--- config.mk ---
export PLATFORM = sky130hd
export DESIGN_NAME = waveform_sequencer
export DESIGN_NICKNAME = d
export VERILOG_FILES = /design/src/rtl/waveform_pkg.sv /design/src/rtl/waveform_sequencer_prescaler.sv /design/src/rtl/waveform_sequencer.sv
export SDC_FILE = /design/constraint.sdc
export NUM_CORES = 1
export LEC_CHECK = 0
export ABC_AREA = 1
export BUFFER_PORTS_ARGS = -buffer_cell sky130_fd_sc_hd__buf_2
export CORE_ASPECT_RATIO = 0.9
export CORE_MARGIN = 4
export CORE_UTILIZATION = 47
export DETAILED_ROUTE_END_ITERATION = 8
export PLACE_DENSITY = 0.8
export SLEW_MARGIN = 0
export SYNTH_ARGS = -nofsm -noshare
export SYNTH_HDL_FRONTEND = slang
export SYNTH_HIERARCHICAL = 1
export SYNTH_SLANG_ARGS = --single-unit
export TNS_END_PERCENT = 5
--- constraint.sdc ---
create_clock -name clk_i -period 1.7 [get_ports clk_i]
set_input_delay 0.255 -clock clk_i [delete_from_list [all_inputs] [get_ports clk_i]]
set_output_delay 0.255 -clock clk_i [all_outputs]
set_load 0.01 [all_outputs]
--- src/rtl/waveform_pkg.sv ---
// Shared types and constants for the waveform sequencer.
// Imported by the sequencer top and its prescaler.
package waveform_pkg;

  typedef enum logic [1:0] {
    IDLE = 2'd0,
    REQ  = 2'd1,
    WAIT = 2'd2,
    OUT  = 2'd3
  } state_t;

  localparam logic [1:0] SEL_SAW    = 2'd0;
  localparam logic [1:0] SEL_SQUARE = 2'd1;
  localparam logic [1:0] SEL_MIX    = 2'd2;
  localparam logic [1:0] SEL_ZERO   = 2'd3;

  localparam int TIMEOUT_DEF = 15;

endpackage

--- src/rtl/waveform_sequencer_prescaler.sv ---
// Sample-rate prescaler: ticks once every divider_i+1 clocks.
// The >= compare tolerates the divider shrinking mid-count.
module sample_prescaler #(
  parameter int DIV_WIDTH = 8
) (
  input  logic                 clk_i,
  input  logic                 rst_i,
  input  logic                 enable_i,
  input  logic [DIV_WIDTH-1:0] divider_i,
  output logic                 tick_o
);

  logic [DIV_WIDTH-1:0] count_q;

  assign tick_o = enable_i && (count_q >= divider_i);

  // Count while enabled; restart on tick, hold at zero when disabled.
  always_ff @(posedge clk_i) begin
    if (rst_i || !enable_i || tick_o) begin
      count_q <= '0;
    end else begin
      count_q <= count_q + DIV_WIDTH'(1);
    end
  end

endmodule

--- src/rtl/waveform_sequencer.sv ---
// Paces generator requests, gathers both results and emits
// one selected or mixed sample; flags overruns and timeouts.
module waveform_sequencer
  import waveform_pkg::*;
#(
  parameter int N_FRAC    = 7,
  parameter int DIV_WIDTH = 8,
  parameter int TIMEOUT   = TIMEOUT_DEF
) (
  input  logic                 clk_i,
  input  logic                 rst_i,
  input  logic                 enable_i,
  input  logic [DIV_WIDTH-1:0] divider_i,
  input  logic [1:0]           select_i,
  input  logic [N_FRAC:0]      cfg_phase_i,
  input  logic [N_FRAC:0]      cfg_amplitude_i,
  input  logic                 cfg_write_strobe_i,
  input  logic                 clear_flags_i,
  output logic [N_FRAC:0]      phase_o,
  output logic [N_FRAC:0]      amplitude_o,
  output logic                 next_data_strobe_o,
  input  logic [N_FRAC:0]      sawtooth_i,
  input  logic                 sawtooth_valid_strobe_i,
  input  logic [N_FRAC:0]      square_i,
  input  logic                 square_valid_strobe_i,
  output logic [N_FRAC:0]      sample_o,
  output logic                 sample_valid_strobe_o,
  output logic                 busy_o,
  output logic                 overrun_o,
  output logic                 timeout_o
);

  localparam int W = N_FRAC + 1;
  localparam logic [3:0] TO_CNT = 4'(TIMEOUT);

  state_t         state_q, state_d;
  logic           tick;
  logic           idle_tick;
  logic           timeout_evt;
  logic [W-1:0]   shadow_phase_q;
  logic [W-1:0]   shadow_amp_q;
  logic           pending_q;
  logic [W-1:0]   saw_q, sq_q;
  logic           saw_got_q, sq_got_q;
  logic           saw_done, sq_done;
  logic [3:0]     tcnt_q;
  logic [W:0]     sum;
  logic [W-1:0]   sel_val;
  logic [W-1:0]   sample_q;

  sample_prescaler #(
    .DIV_WIDTH (DIV_WIDTH)
  ) u_prescaler (
    .clk_i     (clk_i),
    .rst_i     (rst_i),
    .enable_i  (enable_i),
    .divider_i (divider_i),
    .tick_o    (tick)
  );

  assign idle_tick = tick && (state_q == IDLE);
  assign saw_done  = saw_got_q || sawtooth_valid_strobe_i;
  assign sq_done   = sq_got_q || square_valid_strobe_i;

  // State register.
  always_ff @(posedge clk_i) begin
    if (rst_i) state_q <= IDLE;
    else       state_q <= state_d;
  end

  // Next-state decode and timeout detection.
  always_comb begin
    state_d     = state_q;
    timeout_evt = 1'b0;
    unique case (state_q)
      IDLE: if (tick) state_d = REQ;
      REQ:  state_d = WAIT;
      WAIT: begin
        if (saw_done && sq_done) begin
          state_d = OUT;
        end else if (tcnt_q == TO_CNT) begin
          state_d     = IDLE;
          timeout_evt = 1'b1;
        end
      end
      OUT:  state_d = IDLE;
    endcase
  end

  assign next_data_strobe_o    = (state_q == REQ);
  assign sample_valid_strobe_o = (state_q == OUT);
  assign busy_o                = (state_q != IDLE);

  // Shadow config and its transfer into the active registers.
  always_ff @(posedge clk_i) begin
    if (rst_i) begin
      shadow_phase_q <= '0;
      shadow_amp_q   <= '0;
      pending_q      <= 1'b0;
      phase_o        <= '0;
      amplitude_o    <= '0;
    end else begin
      if (cfg_write_strobe_i) begin
        shadow_phase_q <= cfg_phase_i;
        shadow_amp_q   <= cfg_amplitude_i;
      end
      if (idle_tick && pending_q) begin
        phase_o     <= shadow_phase_q;
        amplitude_o <= shadow_amp_q;
      end
      if (cfg_write_strobe_i) pending_q <= 1'b1;
      else if (idle_tick)     pending_q <= 1'b0;
    end
  end

  // Capture generator results and age the wait counter.
  always_ff @(posedge clk_i) begin
    if (rst_i) begin
      saw_q     <= '0;
      sq_q      <= '0;
      saw_got_q <= 1'b0;
      sq_got_q  <= 1'b0;
      tcnt_q    <= '0;
    end else if (state_q == REQ) begin
      saw_got_q <= 1'b0;
      sq_got_q  <= 1'b0;
      tcnt_q    <= '0;
    end else if (state_q == WAIT) begin
      if (sawtooth_valid_strobe_i) begin
        saw_q     <= sawtooth_i;
        saw_got_q <= 1'b1;
      end
      if (square_valid_strobe_i) begin
        sq_q     <= square_i;
        sq_got_q <= 1'b1;
      end
      tcnt_q <= tcnt_q + 4'd1;
    end
  end

  // Output select; mix is a sign-extended add then halve.
  always_comb begin
    sum     = {saw_q[W-1], saw_q} + {sq_q[W-1], sq_q};
    sel_val = '0;
    unique case (select_i)
      SEL_SAW:    sel_val = saw_q;
      SEL_SQUARE: sel_val = sq_q;
      SEL_MIX:    sel_val = sum[W:1];
      SEL_ZERO:   sel_val = '0;
    endcase
  end

  assign sample_o = (state_q == OUT) ? sel_val : sample_q;

  // Hold the emitted sample until the next strobe.
  always_ff @(posedge clk_i) begin
    if (rst_i)               sample_q <= '0;
    else if (state_q == OUT) sample_q <= sel_val;
  end

  // Sticky flags; a set event beats a same-cycle clear.
  always_ff @(posedge clk_i) begin
    if (rst_i) begin
      overrun_o <= 1'b0;
      timeout_o <= 1'b0;
    end else begin
      if (tick && state_q != IDLE) overrun_o <= 1'b1;
      else if (clear_flags_i)      overrun_o <= 1'b0;
      if (timeout_evt)             timeout_o <= 1'b1;
      else if (clear_flags_i)      timeout_o <= 1'b0;
    end
  end

endmodule

==> flow_summary.html <==
<table>
<tr><th>Metric</th><th>Value</th></tr>
<tr><th colspan="2">Yosys</th></tr>
<tr><td>Post-Synthesis Net Count</td><td>552</td></tr>
<tr><td>Average size of a mapped cell</td><td>7.37 sq um</td></tr>
<tr><td>Sequential share of the synthesized area</td><td>42.0%</td></tr>
<tr><td>Fraction of synthesis flops using an asynchronous set or reset pin</td><td>0%</td></tr>
<tr><td>Number of enable-type register cells in the synthesized netlist</td><td>0</td></tr>
<tr><td>Top FF cell, synth</td><td>dfxtp_1</td></tr>
<tr><td>Synthesis warning total</td><td>6</td></tr>
<tr><td>Synthesized netlist cell count</td><td>485</td></tr>
<tr><td>Total standard cell area after synthesis</td><td>3570 sq um</td></tr>
<tr><td>Post-synth cell types</td><td>slightly above 40</td></tr>
<tr><td>Flops &amp; latches, synth</td><td>75</td></tr>
<tr><th colspan="2">Timing</th></tr>
<tr><td>Final Cycle Share</td><td>126%</td></tr>
<tr><td>Max Freq</td><td>466 MHz</td></tr>
<tr><td>Clock tree skew after final layout</td><td>0.0145 ns</td></tr>
<tr><td>Slew HR</td><td>68.2%</td></tr>
<tr><td>Shortest clock period the worst path allows after layout</td><td>2.15 ns</td></tr>
<tr><td>Final setup slack of the worst path</td><td>-0.447 ns</td></tr>
<tr><td>Slew at the pin closest to its max-slew limit</td><td>~0.47 ns</td></tr>
<tr><td>Setup Viol. Count Final</td><td>15</td></tr>
<tr><td>Max-slew violation count</td><td>0</td></tr>
<tr><td>Final hold viol count</td><td>0</td></tr>
<tr><td>Setup repair after global routing missed its margin</td><td>true</td></tr>
<tr><th colspan="2">Finish</th></tr>
<tr><td>Antenna Diode Count</td><td>0</td></tr>
<tr><td>Synthesis-to-layout area growth</td><td>33.7%</td></tr>
<tr><td>Most common cell after layout, fill and taps aside</td><td>nand2_1</td></tr>
<tr><td>Final Cell Area</td><td>roughly 4800 sq um</td></tr>
<tr><td>Number of nets in the layout</td><td>669</td></tr>
<tr><td>Commonest non-fill, non-tap cells in the layout</td><td>nand2_1, buf_2, dfxtp_1</td></tr>
<tr><td>Layout cells sized above 1</td><td>around a third</td></tr>
<tr><td>Fillcell total</td><td>between 600 and 700</td></tr>
<tr><th colspan="2">GRT</th></tr>
<tr><td>Gr ovfl total</td><td>0</td></tr>
<tr><td>Vias in the first global route</td><td>approximately 3500</td></tr>
<tr><td>First-pass GRT wire length</td><td>15700 um</td></tr>
<tr><td>Initial antenna violation count</td><td>0</td></tr>
<tr><td>Largest net degree at the start of global routing</td><td>35</td></tr>
<tr><td>Total Routing Usage GR</td><td>a little over a fifth</td></tr>
<tr><th colspan="2">Worst setup path</th></tr>
<tr><td>Type of element launching the critical path</td><td>flop</td></tr>
<tr><td>Nature of the critical path endpoint</td><td>output port</td></tr>
<tr><td>Ordered list of cells on the worst path</td><td>nand2_2, inv_2, fa_2, nand2_2, nand2_2, nand3_2, nand2_1, nand2_1, nand3_1, nand2_1, nand2_1, nand2_1, buf_2</td></tr>
<tr><td>CP required</td><td>1.44 ns</td></tr>
<tr><td>Critical path data arrival time</td><td>between 1.5 and 2 ns</td></tr>
<tr><td>Highest net fanout along the worst path</td><td>3</td></tr>
<tr><td>Family with the most delay on the worst path</td><td>simple AND/OR/NAND/NOR gates</td></tr>
<tr><td>Largest incremental delay on the critical path</td><td>0.39 ns</td></tr>
<tr><td>Critical path's slowest cell</td><td>fa_2</td></tr>
<tr><td>Crit Path Category</td><td>flop to output port</td></tr>
<tr><td>Most repeated library cell on the critical path</td><td>nand2_1</td></tr>
<tr><td>WP buf/inv</td><td>2</td></tr>
<tr><th colspan="2">Power and ir drop</th></tr>
<tr><td>Maximum resistive drop on vdd</td><td>between 0.6 and 0.7 mV</td></tr>
<tr><td>Lkg Pwr</td><td>0.00223 uW</td></tr>
<tr><td>Power density normalized to cell area</td><td>745 nW/um^2</td></tr>
<tr><td>Power, Total</td><td>about 3600 uW</td></tr>
<tr><th colspan="2">Min path</th></tr>
<tr><td>Worst min path class</td><td>input pin to flop</td></tr>
<tr><th colspan="2">Floorplanning</th></tr>
<tr><td>Horizontal extent of the die</td><td>99.9 um</td></tr>
<tr><td>Core Rows</td><td>29</td></tr>
<tr><td>I/O pins</td><td>78</td></tr>
<tr><td>Die Footprint</td><td>9060 sq um</td></tr>
<tr><td>Die height</td><td>90.7 um</td></tr>
<tr><td>Initial core utilization</td><td>49.5%</td></tr>
<tr><td>Core region area</td><td>7220 sq um</td></tr>
<tr><th colspan="2">Outcome</th></tr>
<tr><td>Outcome</td><td>finished with violations</td></tr>
<tr><td>Failing checks</td><td>setup timing</td></tr>
<tr><th colspan="2">CTS</th></tr>
<tr><td>Clock buffer count from CTS</td><td>9</td></tr>
<tr><td>Hold buffer count at CTS</td><td>0</td></tr>
<tr><td>Bufs on Longest Clock Path</td><td>2</td></tr>
<tr><td>Clk slew on worst S/H paths</td><td>~0.080 ns</td></tr>
<tr><td>Clock root cell</td><td>clkbuf_8</td></tr>
<tr><td>CTS tree</td><td>yes</td></tr>
<tr><td>CTS Sinks</td><td>75</td></tr>
<tr><td>Number of levels in the clock H-tree</td><td>3</td></tr>
<tr><td>Clk_lat worst skew</td><td>between 0.3 and 0.4 ns</td></tr>
<tr><th colspan="2">Routing</th></tr>
<tr><td>Number of nets with antenna violations after detailed routing</td><td>0</td></tr>
<tr><td>Total wirelength of the detailed-routed design</td><td>9230 um</td></tr>
<tr><td>Routed via count divided by cell count</td><td>5.07</td></tr>
<tr><td>Iter 0 DRT Violations</td><td>112</td></tr>
<tr><td>Drt drc</td><td>0</td></tr>
<tr><td>Iteration count of the initial detailed-routing pass</td><td>4</td></tr>
<tr><td>Number of vias after detailed routing</td><td>3548</td></tr>
<tr><td>Average detailed-routed wire length per instance</td><td>13.2 um</td></tr>
<tr><th colspan="2">Flow run</th></tr>
<tr><td>Number of maximum-capacitance constraint violations</td><td>0</td></tr>
<tr><th colspan="2">Placed design</th></tr>
<tr><td>Instance area after placement</td><td>4320 sq um</td></tr>
<tr><td>Port bufs</td><td>77</td></tr>
<tr><td>Global placement routability congestion</td><td>0.912</td></tr>
<tr><td>HPWL after detailed placement</td><td>6650 um</td></tr>
</table>
## synthesized netlist by cell type (2+ instances only)
master,count,area [sq um]
nand2_1,84,315
nor3_1,2,10.0
a21oi_2,2,17.5
nand3_1,32,160
clkbuf_1,6,22.5
xnor2_1,3,26.3
nand4_1,2,12.5
a211oi_2,2,25.0
ha_1,17,213
nor2_2,2,12.5
a221oi_2,3,45.0
dfxtp_1,75,1500
clkinv_1,2,7.51
o21ai_1,7,35.0
o21ai_0,32,160
buf_2,8,40.0
xor2_1,3,26.3
inv_2,6,22.5
a21oi_1,50,250
nor2_1,59,221
nand2_2,3,18.8
a31oi_1,2,12.5
or2_2,5,31.3
inv_1,61,229
## per-stage QoR
step	hold slack, ns	setup WS, ns	utilization, %	TNS [ns]	cells
6_report	0.130	-0.447	66.2	-3.05	700
5_1_grt	0.122	-0.583	66.2	-6.60	700
4_1_cts	0.122	-0.421	65.6	-3.00	700
3_5_place_dp	0.436	-0.171	59.9	-2.93	680
3_3_place_gp	0.432	-0.125	59.9	-2.06	680
2_1_floorplan	0.390	0.00285	-	0	485
## flip-flops by register name, indices dropped and copies added (netlist names), 2 cells and up
register             flops
amplitude_o              8
phase_o                  8
sample_q                 8
saw_q                    8
shadow_amp_q             8
shadow_phase_q           8
sq_q                     8
u_prescaler/count_q      8
tcnt_q                   4
state_q                  2
## power breakdown
part           leakage [uW]  total, uW  internal, uW  switching (uW)
combinational       0.00150        226          91.8             135
clock              0.000113       1530           848             683
sequential         0.000614       1800          1790            15.2
total               0.00223       3560          2730             833
## per-layer routing
layer  GRT usage [%]  wire [um]  vias to the layer above
met5               0          0                        -
met4            5.80        161                        0
met3            5.25        518                       19
met2            37.8       4760                      104
met1            24.5       3790                     1617
li1                -          -                     1808
## layout make-up
type	instances	area (sq um)	share of cell area [%]
clock buffer	10	128	2.67
clock inverter	6	97.6	2.04
inverter	69	259	5.42
multi-input combinational	325	1930	40.3
sequential	75	1510	31.7
tap	93	116	2.44
timing repair buffer	122	736	15.4
## kinds of logic (layout without fill, tap and decap cells)
kind of cell | after synthesis | count (layout) | synth area share, %
AOI/OAI and AO/OA | 105 | 105 | 16.8
xor gates and xnor gates | 6 | 6 | 1.47
adders and majority gates | 18 | 18 | 6.51
buffers and inverters | 85 | 207 | 9.25
DFF | 75 | 75 | 42.0
and+or+nand+nor | 196 | 196 | 24.0
## worst min-delay path, stage by stage
cell and delay, ns:
buf_2 0.07, nor2_1 0.03, nor2_1 0.08
## worst paths after layout
kind,from,cells after the start,endpoint,slack (ns)
setup / recovery,sq_q[0]$_SDFFE_PP0P_,13,sample_o[7],-0.45
hold / removal,cfg_phase_i[7],3,shadow_phase_q[7]$_SDFFE_PP0P_,0.13
setup reg to reg,u_prescaler/count_q[6]$_SDFF_PP0_,11,phase_o[1]$_SDFFE_PP0P_,-0.01
hold reg to reg,amplitude_o[5]$_SDFFE_PP0P_,2,amplitude_o[5]$_SDFFE_PP0P_,0.45
## timing repair
action,4_1_cts,5_1_grt
pin swaps,11,1
setup buffers,4,0
setup endpoints to repair,25,28
resized for setup,48,8
Note: power is estimated with default switching activity, not from simulation.
